==> src/rtl/wb_pkg.sv <==
// wb_pkg: shared types and constants for the RV32I writeback stage.
//   - XLEN / REG_AW  : data and register-address widths
//   - wb_sel_e       : writeback source encoding (value 3 also selects ALU)
//   - F3_*           : load funct3 codes understood by the load extender
//   - mem_wb_t       : contents of the MEM/WB pipeline register
package wb_pkg;

  localparam int XLEN   = 32;
  localparam int REG_AW = 5;

  typedef enum logic [1:0] {
    WB_ALU  = 2'd0,
    WB_LOAD = 2'd1,
    WB_PC4  = 2'd2
  } wb_sel_e;

  localparam logic [2:0] F3_LB  = 3'b000;
  localparam logic [2:0] F3_LH  = 3'b001;
  localparam logic [2:0] F3_LW  = 3'b010;
  localparam logic [2:0] F3_LBU = 3'b100;
  localparam logic [2:0] F3_LHU = 3'b101;

  // wb_sel is kept raw so the spare encoding 3 survives the register.
  typedef struct packed {
    logic              valid;
    logic [REG_AW-1:0] rd_addr;
    logic              rd_wren;
    logic [1:0]        wb_sel;
    logic [2:0]        funct3;
    logic [XLEN-1:0]   alu_result;
    logic [XLEN-1:0]   pc_plus4;
  } mem_wb_t;

endpackage

==> src/rtl/wb_stage_if.sv <==
// wb_stage_if: bus bundle between MEM stage / data memory, the writeback
// stage and the register file.
//   i_mem_*     : instruction fields from the MEM stage
//   i_ld_*      : load data word and its ready flag
//   o_stall_req : upstream hold request
//   o_rd_*      : register-file write port
//   o_fwd_*     : bypass copy of the write port
//   o_retire    : retire pulse, o_instret : retired-instruction count
// Modports: master = MEM/regfile side, slave = wb_stage.
interface wb_stage_if;
  import wb_pkg::*;

  logic              i_mem_valid;
  logic [REG_AW-1:0] i_mem_rd_addr;
  logic              i_mem_rd_wren;
  logic [1:0]        i_mem_wb_sel;
  logic [2:0]        i_mem_funct3;
  logic [XLEN-1:0]   i_mem_alu_result;
  logic [XLEN-1:0]   i_mem_pc_plus4;
  logic [XLEN-1:0]   i_ld_data;
  logic              i_ld_ready;
  logic              o_stall_req;
  logic [REG_AW-1:0] o_rd_addr;
  logic [XLEN-1:0]   o_rd_data;
  logic              o_rd_wren;
  logic              o_fwd_valid;
  logic [REG_AW-1:0] o_fwd_addr;
  logic [XLEN-1:0]   o_fwd_data;
  logic              o_retire;
  logic [63:0]       o_instret;

  modport master (
    output i_mem_valid, i_mem_rd_addr, i_mem_rd_wren, i_mem_wb_sel,
           i_mem_funct3, i_mem_alu_result, i_mem_pc_plus4, i_ld_data, i_ld_ready,
    input  o_stall_req, o_rd_addr, o_rd_data, o_rd_wren, o_fwd_valid,
           o_fwd_addr, o_fwd_data, o_retire, o_instret
  );

  modport slave (
    input  i_mem_valid, i_mem_rd_addr, i_mem_rd_wren, i_mem_wb_sel,
           i_mem_funct3, i_mem_alu_result, i_mem_pc_plus4, i_ld_data, i_ld_ready,
    output o_stall_req, o_rd_addr, o_rd_data, o_rd_wren, o_fwd_valid,
           o_fwd_addr, o_fwd_data, o_retire, o_instret
  );

endinterface

==> src/rtl/load_ext.sv <==
// load_ext: combinational load-data extender.
//   i_raw    : aligned 32-bit word from data memory
//   i_funct3 : load type (LB/LH/LW/LBU/LHU; 011/110/111 behave as LW)
//   i_off    : byte offset (address bits [1:0]); halfwords use bit 1 only
//   o_value  : sign- or zero-extended result
module load_ext
  import wb_pkg::*;
(
  input  logic [XLEN-1:0] i_raw,
  input  logic [2:0]      i_funct3,
  input  logic [1:0]      i_off,
  output logic [XLEN-1:0] o_value
);

  logic [7:0]  w_byte;
  logic [15:0] w_half;

  // Pick the addressed byte and halfword out of the word.
  always_comb begin
    w_byte = i_raw[7:0];
    case (i_off)
      2'd0:    w_byte = i_raw[7:0];
      2'd1:    w_byte = i_raw[15:8];
      2'd2:    w_byte = i_raw[23:16];
      2'd3:    w_byte = i_raw[31:24];
      default: w_byte = i_raw[7:0];
    endcase
    if (i_off[1]) begin
      w_half = i_raw[31:16];
    end else begin
      w_half = i_raw[15:0];
    end
  end

  // Extend according to load type; unknown encodings pass the full word.
  always_comb begin
    o_value = i_raw;
    case (i_funct3)
      F3_LB:   o_value = {{24{w_byte[7]}}, w_byte};
      F3_LH:   o_value = {{16{w_half[15]}}, w_half};
      F3_LBU:  o_value = {24'd0, w_byte};
      F3_LHU:  o_value = {16'd0, w_half};
      F3_LW:   o_value = i_raw;
      default: o_value = i_raw;
    endcase
  end

endmodule

==> src/rtl/wb_stage.sv <==
// wb_stage: RV32I writeback stage.
// Registers the MEM/WB boundary, selects ALU / load / PC+4 as writeback data,
// drives the register-file write port plus an identical bypass copy, and
// requests an upstream stall while a load waits for its data.
//   i_clk, i_reset : clock, asynchronous active-high reset
//   bus            : wb_stage_if.slave (MEM inputs, regfile/bypass outputs)
// Optional build macro WB_INSTRET_EN: adds a 64-bit retired-instruction
// counter on o_instret; without it o_instret is tied to zero.
module wb_stage
  import wb_pkg::*;
(
  input  logic       i_clk,
  input  logic       i_reset,
  wb_stage_if.slave  bus
);

  mem_wb_t         r_wb;
  logic            w_stall;
  logic            w_commit;
  logic            w_wren;
  logic [XLEN-1:0] w_ld_val;
  logic [XLEN-1:0] w_data;

  // A valid load without ready data holds WB and everything upstream.
  assign w_stall  = r_wb.valid & (r_wb.wb_sel == WB_LOAD) & ~bus.i_ld_ready;
  assign w_commit = r_wb.valid & ~w_stall;
  // x0 writes still retire but never touch the register file.
  assign w_wren   = w_commit & r_wb.rd_wren & (r_wb.rd_addr != 5'd0);

  // MEM/WB pipeline register: capture unless stalled.
  always_ff @(posedge i_clk or posedge i_reset) begin
    if (i_reset) begin
      r_wb <= '0;
    end else if (!w_stall) begin
      r_wb.valid      <= bus.i_mem_valid;
      r_wb.rd_addr    <= bus.i_mem_rd_addr;
      r_wb.rd_wren    <= bus.i_mem_rd_wren;
      r_wb.wb_sel     <= bus.i_mem_wb_sel;
      r_wb.funct3     <= bus.i_mem_funct3;
      r_wb.alu_result <= bus.i_mem_alu_result;
      r_wb.pc_plus4   <= bus.i_mem_pc_plus4;
    end else begin
      r_wb <= r_wb;
    end
  end

  load_ext u_load_ext (
    .i_raw    (bus.i_ld_data),
    .i_funct3 (r_wb.funct3),
    .i_off    (r_wb.alu_result[1:0]),
    .o_value  (w_ld_val)
  );

  // Writeback source select; the spare encoding 3 falls back to ALU.
  always_comb begin
    w_data = r_wb.alu_result;
    case (r_wb.wb_sel)
      WB_LOAD: w_data = w_ld_val;
      WB_PC4:  w_data = r_wb.pc_plus4;
      default: w_data = r_wb.alu_result;
    endcase
  end

  assign bus.o_stall_req = w_stall;
  assign bus.o_rd_addr   = r_wb.rd_addr;
  assign bus.o_rd_data   = w_data;
  assign bus.o_rd_wren   = w_wren;
  assign bus.o_fwd_valid = w_wren;
  assign bus.o_fwd_addr  = r_wb.rd_addr;
  assign bus.o_fwd_data  = w_data;
  assign bus.o_retire    = w_commit;

`ifdef WB_INSTRET_EN
  logic [63:0] r_instret;

  // Retired-instruction counter; wraps naturally at 2^64.
  always_ff @(posedge i_clk or posedge i_reset) begin
    if (i_reset) begin
      r_instret <= 64'd0;
    end else if (w_commit) begin
      r_instret <= r_instret + 64'd1;
    end else begin
      r_instret <= r_instret;
    end
  end

  assign bus.o_instret = r_instret;
`else
  assign bus.o_instret = 64'd0;
`endif

endmodule
==> src/flat_wrapper.sv <==
// flat-port wrapper written by rule: the top's interface ports become plain ports
module wb_stage_flat import wb_pkg::*;
  (i_clk, i_reset, bus_i_mem_valid, bus_i_mem_rd_addr, bus_i_mem_rd_wren, bus_i_mem_wb_sel, bus_i_mem_funct3, bus_i_mem_alu_result, bus_i_mem_pc_plus4, bus_i_ld_data, bus_i_ld_ready, bus_o_stall_req, bus_o_rd_addr, bus_o_rd_data, bus_o_rd_wren, bus_o_fwd_valid, bus_o_fwd_addr, bus_o_fwd_data, bus_o_retire, bus_o_instret);
  wb_stage_if bus_i ();
  input  logic i_clk;
  input  logic i_reset;
  input wire logic [$bits(bus_i.i_mem_valid)-1:0] bus_i_mem_valid;
  input wire logic [$bits(bus_i.i_mem_rd_addr)-1:0] bus_i_mem_rd_addr;
  input wire logic [$bits(bus_i.i_mem_rd_wren)-1:0] bus_i_mem_rd_wren;
  input wire logic [$bits(bus_i.i_mem_wb_sel)-1:0] bus_i_mem_wb_sel;
  input wire logic [$bits(bus_i.i_mem_funct3)-1:0] bus_i_mem_funct3;
  input wire logic [$bits(bus_i.i_mem_alu_result)-1:0] bus_i_mem_alu_result;
  input wire logic [$bits(bus_i.i_mem_pc_plus4)-1:0] bus_i_mem_pc_plus4;
  input wire logic [$bits(bus_i.i_ld_data)-1:0] bus_i_ld_data;
  input wire logic [$bits(bus_i.i_ld_ready)-1:0] bus_i_ld_ready;
  output wire logic [$bits(bus_i.o_stall_req)-1:0] bus_o_stall_req;
  output wire logic [$bits(bus_i.o_rd_addr)-1:0] bus_o_rd_addr;
  output wire logic [$bits(bus_i.o_rd_data)-1:0] bus_o_rd_data;
  output wire logic [$bits(bus_i.o_rd_wren)-1:0] bus_o_rd_wren;
  output wire logic [$bits(bus_i.o_fwd_valid)-1:0] bus_o_fwd_valid;
  output wire logic [$bits(bus_i.o_fwd_addr)-1:0] bus_o_fwd_addr;
  output wire logic [$bits(bus_i.o_fwd_data)-1:0] bus_o_fwd_data;
  output wire logic [$bits(bus_i.o_retire)-1:0] bus_o_retire;
  output wire logic [$bits(bus_i.o_instret)-1:0] bus_o_instret;
  assign bus_i.i_mem_valid = bus_i_mem_valid;
  assign bus_i.i_mem_rd_addr = bus_i_mem_rd_addr;
  assign bus_i.i_mem_rd_wren = bus_i_mem_rd_wren;
  assign bus_i.i_mem_wb_sel = bus_i_mem_wb_sel;
  assign bus_i.i_mem_funct3 = bus_i_mem_funct3;
  assign bus_i.i_mem_alu_result = bus_i_mem_alu_result;
  assign bus_i.i_mem_pc_plus4 = bus_i_mem_pc_plus4;
  assign bus_i.i_ld_data = bus_i_ld_data;
  assign bus_i.i_ld_ready = bus_i_ld_ready;
  assign bus_o_stall_req = bus_i.o_stall_req;
  assign bus_o_rd_addr = bus_i.o_rd_addr;
  assign bus_o_rd_data = bus_i.o_rd_data;
  assign bus_o_rd_wren = bus_i.o_rd_wren;
  assign bus_o_fwd_valid = bus_i.o_fwd_valid;
  assign bus_o_fwd_addr = bus_i.o_fwd_addr;
  assign bus_o_fwd_data = bus_i.o_fwd_data;
  assign bus_o_retire = bus_i.o_retire;
  assign bus_o_instret = bus_i.o_instret;
  wb_stage u_core (.i_clk(i_clk), .i_reset(i_reset), .bus(bus_i));
endmodule
==> config.mk <==
export PLATFORM = sky130hd
export DESIGN_NAME = wb_stage_flat
export DESIGN_NICKNAME = d
export VERILOG_FILES = /design/src/rtl/wb_pkg.sv /design/src/rtl/wb_stage_if.sv /design/src/rtl/load_ext.sv /design/src/rtl/wb_stage.sv /design/src/flat_wrapper.sv
export SDC_FILE = /design/constraint.sdc
export NUM_CORES = 1
export LEC_CHECK = 0
export BUFFER_PORTS_ARGS = -buffer_cell sky130_fd_sc_hd__buf_2
export CAP_MARGIN = 15
export CELL_PAD_IN_SITES_DETAIL_PLACEMENT = 0
export CELL_PAD_IN_SITES_GLOBAL_PLACEMENT = 1
export CORE_MARGIN = 1
export CORE_UTILIZATION = 34
export CTS_BUF_LIST = sky130_fd_sc_hd__clkbuf_8
export DETAILED_ROUTE_END_ITERATION = 10
export HOLD_SLACK_MARGIN = 0.15
export PLACE_DENSITY_LB_ADDON = 0.1
export SLEW_MARGIN = 15
export SYNTH_ARGS = -nofsm -noshare
export SYNTH_HDL_FRONTEND = slang
export SYNTH_SLANG_ARGS = --single-unit
==> constraint.sdc <==
create_clock -name i_clk -period 2.8 [get_ports i_clk]
set_input_delay 0.42 -clock i_clk [delete_from_list [all_inputs] [get_ports i_clk]]
set_output_delay 0.42 -clock i_clk [all_outputs]
set_load 0.05 [all_outputs]
==> results.sh <==
export IMPL_synth_seq_cells=76
export IMPL_drive_above_1_share_pct=48.2
export IMPL_slew_viol_final=0
export IMPL_crit_arrival_ns=2.22
export IMPL_fin_setup_tns_ns=0
export IMPL_wl_per_cell_um=17.1
export IMPL_fin_ws_ns=0.164
export IMPL_nets=732
export IMPL_path_cells="inv_1 > ha_2 > nand2b_1 > nor2_2 > nand3_2 > buf_4 > o211ai_1 > clkbuf_4"
export IMPL_synth_top_area_share_pct=39.3
export IMPL_cp_end_kind="primary output"
export IMPL_fmax_mhz=379
export IMPL_dieArea_um2=14700
export IMPL_grt_pass1_wl_mm=20.6
export IMPL_max_cap_viol_count=0
export IMPL_post_synth_num_cell_types=38
export IMPL_clock_latency_ns=0.36
export IMPL_setup_violations=0
export IMPL_finalCriticalPeriod_ns=2.64
export IMPL_ys_top_cells_by_area="dfrtp_1 39%, buf_4 17%, mux2_2 16%"
export IMPL_r2r_start="u_core.r_wb[68]"
export IMPL_seq_area_um2=1900
export IMPL_fin_crit_sh_pct=94.1
export IMPL_drt_initial_drc_count=171
export IMPL_powerDensity_nw_per_um2=616
export IMPL_place_area_um2=5480
export IMPL_outcome="completed"
export IMPL_num_io_pins=253
export IMPL_synth_most_common_cell="buf_4"
export IMPL_yosysSeqAreaShare_pct=39.3
export IMPL_start_util_pct=34.9
export IMPL_first_global_vias=3645
export IMPL_cts_sinks=76
export IMPL_syn_inst=477
export IMPL_tightestPinTransition_ns=0.690
export IMPL_max_vdd_ir_drop_mv=0.385
export IMPL_clock_root_buffer="clkbuf_8"
export IMPL_hp_start="bus_i_mem_valid"
export IMPL_slowest_delay_ns=0.39
export IMPL_skew_ns=0.00854
export IMPL_crit_type="register to primary output"
export IMPL_drt_first_pass_iters=4
export IMPL_synthesis_area_um2=4840
export IMPL_routed_wl_mm=13.8
export IMPL_synth_edf_count=0
export IMPL_grt_usage_pct=19.2
export IMPL_multi_input_comb_area_um2=2240
export IMPL_clk_pin_slew_ns=0.08
export IMPL_leakage_nw=2.79
export IMPL_dp_hpwl_mm=10.7
export IMPL_final_area_um2=5720
export IMPL_globalplace_congestion=0.851
export IMPL_drtAntennaViolNets=0
export IMPL_dominantRegCellSynth="dfrtp_1"
export IMPL_synth_common_cells="108 x buf_4, 76 x dfrtp_1, 70 x mux2_2"
export IMPL_yosys_warnings=0
export IMPL_rsz0062_at_grt="yes"
export IMPL_cp_max_fo=11
export IMPL_cp_data_required_time_ns=2.38
export IMPL_antenna_found_initial=2
export IMPL_num_fill_cells=1443
export IMPL_hold_path_class="input port to register"
export IMPL_core_area_um2=13900
export IMPL_rows=43
export IMPL_cp_start_kind="register"
export IMPL_grt_ovfl_total=0
export IMPL_reg2reg_setup_slack_ns=0.88
export IMPL_place_inst=786
export IMPL_vias=3870
export IMPL_port_buffers=188
export IMPL_drcViolationCount=0
export IMPL_cp_startpoint="u_core.r_wb[67]"
export IMPL_dieWidth_um=121
export IMPL_cts_buffer_depth=2
export IMPL_pre_cts_slack_ns=0.324
export IMPL_hold_violations=0
export IMPL_area_growth_pct=18.0
export IMPL_yosysTopAreaCell="dfrtp_1"
export IMPL_die_y_um=121
export IMPL_relSlewSlack_pct=54.0
export IMPL_syn_area_per_cell_um2=10.2
export IMPL_cts_tree="yes"
export IMPL_async_reset_ff_share_pct=100
export IMPL_grt_max_degree=45
export IMPL_htree_levels=3
export IMPL_numCtsBuffers=9
export IMPL_power_mw=3.52
export IMPL_critical_path_slowest_cell="dfrtp_1"
export IMPL_viasPerCell=4.81
export IMPL_instances_no_fill=804
export IMPL_n_antenna_cell=0
==> cells in the final DEF, fill, tap and decap left out, types with 2 or more instances in the layout <==
| master | n |
|---|---|
| ha_2 | 2 |
| dfrtp_1 | 74 |
| buf_12 | 4 |
| a221o_1 | 6 |
| nand2b_1 | 4 |
| o21ai_1 | 2 |
| o221ai_1 | 7 |
| a2bb2oi_1 | 4 |
| mux2_2 | 70 |
| conb_1 | 64 |
| clkinv_2 | 3 |
| o21ai_0 | 12 |
| clkinvlp_4 | 3 |
| clkbuf_4 | 2 |
| o22a_1 | 3 |
| nor2b_1 | 2 |
| o22ai_1 | 9 |
| inv_1 | 6 |
| a21oi_1 | 14 |
| nor2_1 | 7 |
| buf_2 | 173 |
| buf_4 | 22 |
| or3_1 | 4 |
| nand2_1 | 48 |
| o211ai_1 | 18 |
| clkbuf_8 | 9 |
| a22oi_1 | 18 |
| dfrtp_2 | 2 |
| mux2i_1 | 12 |
==> final timing paths <==
kind	end	cells past startpoint
worst max register to register	u_core.r_wb[23]	5
max in group asynchronous	u_core.r_wb[33]	4
worst min register to register	u_core.r_wb[4]	1
worst max-delay path	bus_o_rd_data[31]	8
worst min-delay path	u_core.r_wb[75]	2
min in group asynchronous	u_core.bus.o_fwd_addr[0]	3
==> layer usage <==
layer / routed length [µm] / track usage (%) / vias up
met4: 229 / 6.40 / 4
met5: 22 / 0 / -
met3: 933 / 4.84 / 19
met1: 5900 / 24.2 / 1871
met2: 6690 / 31.7 / 177
li1: - / - / 1799
==> layout make-up <==
type	count	share of cell area [%]
Tap cell	180	3.94
Clock inverter	7	0.788
Clock buffer	9	2.17
Multi-Input combinational cell	321	39.2
Timing Repair Buffer	203	20.1
Sequential cell	76	33.3
Inverter	8	0.547
==> report_power, final <==
part	internal [mW]	leakage [nW]	switching, mW
Combinational	0.391	1.83	1.16
Clock	0.316	0.0824	0.428
Sequential	1.17	0.884	0.0487
Total	1.88	2.79	1.64
==> repair_timing <==
action	in CTS	in global routing
buffers inserted	1	0
pin swaps	1	0
gates resized for setup	2	31
setup endpoints to repair	32	56
hold endpoints to repair	32	0
hold buffers	1	0
==> critical path, delay by kind of cell, from the launching register on <==
family | cells | cell delay [ns]
flops | 1 | 0.39
simple gates | 3 | 0.45
compound gates | 1 | 0.13
fa+ha+maj | 1 | 0.30
buf+inv | 3 | 0.59
==> cells by family (layout without fill, tap and decap cells) <==
group           Yosys count  after routing  synth area share (%)
fa+ha+maj                 2              2                 0.516
flops                    76             76                  39.3
buf+inv                 143            227                  19.9
mux                      82             82                  18.8
compound gates           99             99                  14.6
other cells               1             64                0.0774
simple gates             74             74                  6.82
==> state kept, by name, indices dropped and copies added (netlist names) <==
name and flops:
u_core.bus.o_fwd_addr 5, u_core.r_wb 71
==> through the flow <==
stage / hold slack, ns / utilization (%)
final: 0.251 / 41.2
after global routing: 0.224 / 41.2
after global placement: 0.489 / 39.5
after CTS: 0.222 / 40.8
after detailed placement: 0.497 / 39.5
after floorplan: 0.481 / -
No activity file was read; power rests on OpenSTA's default activity.
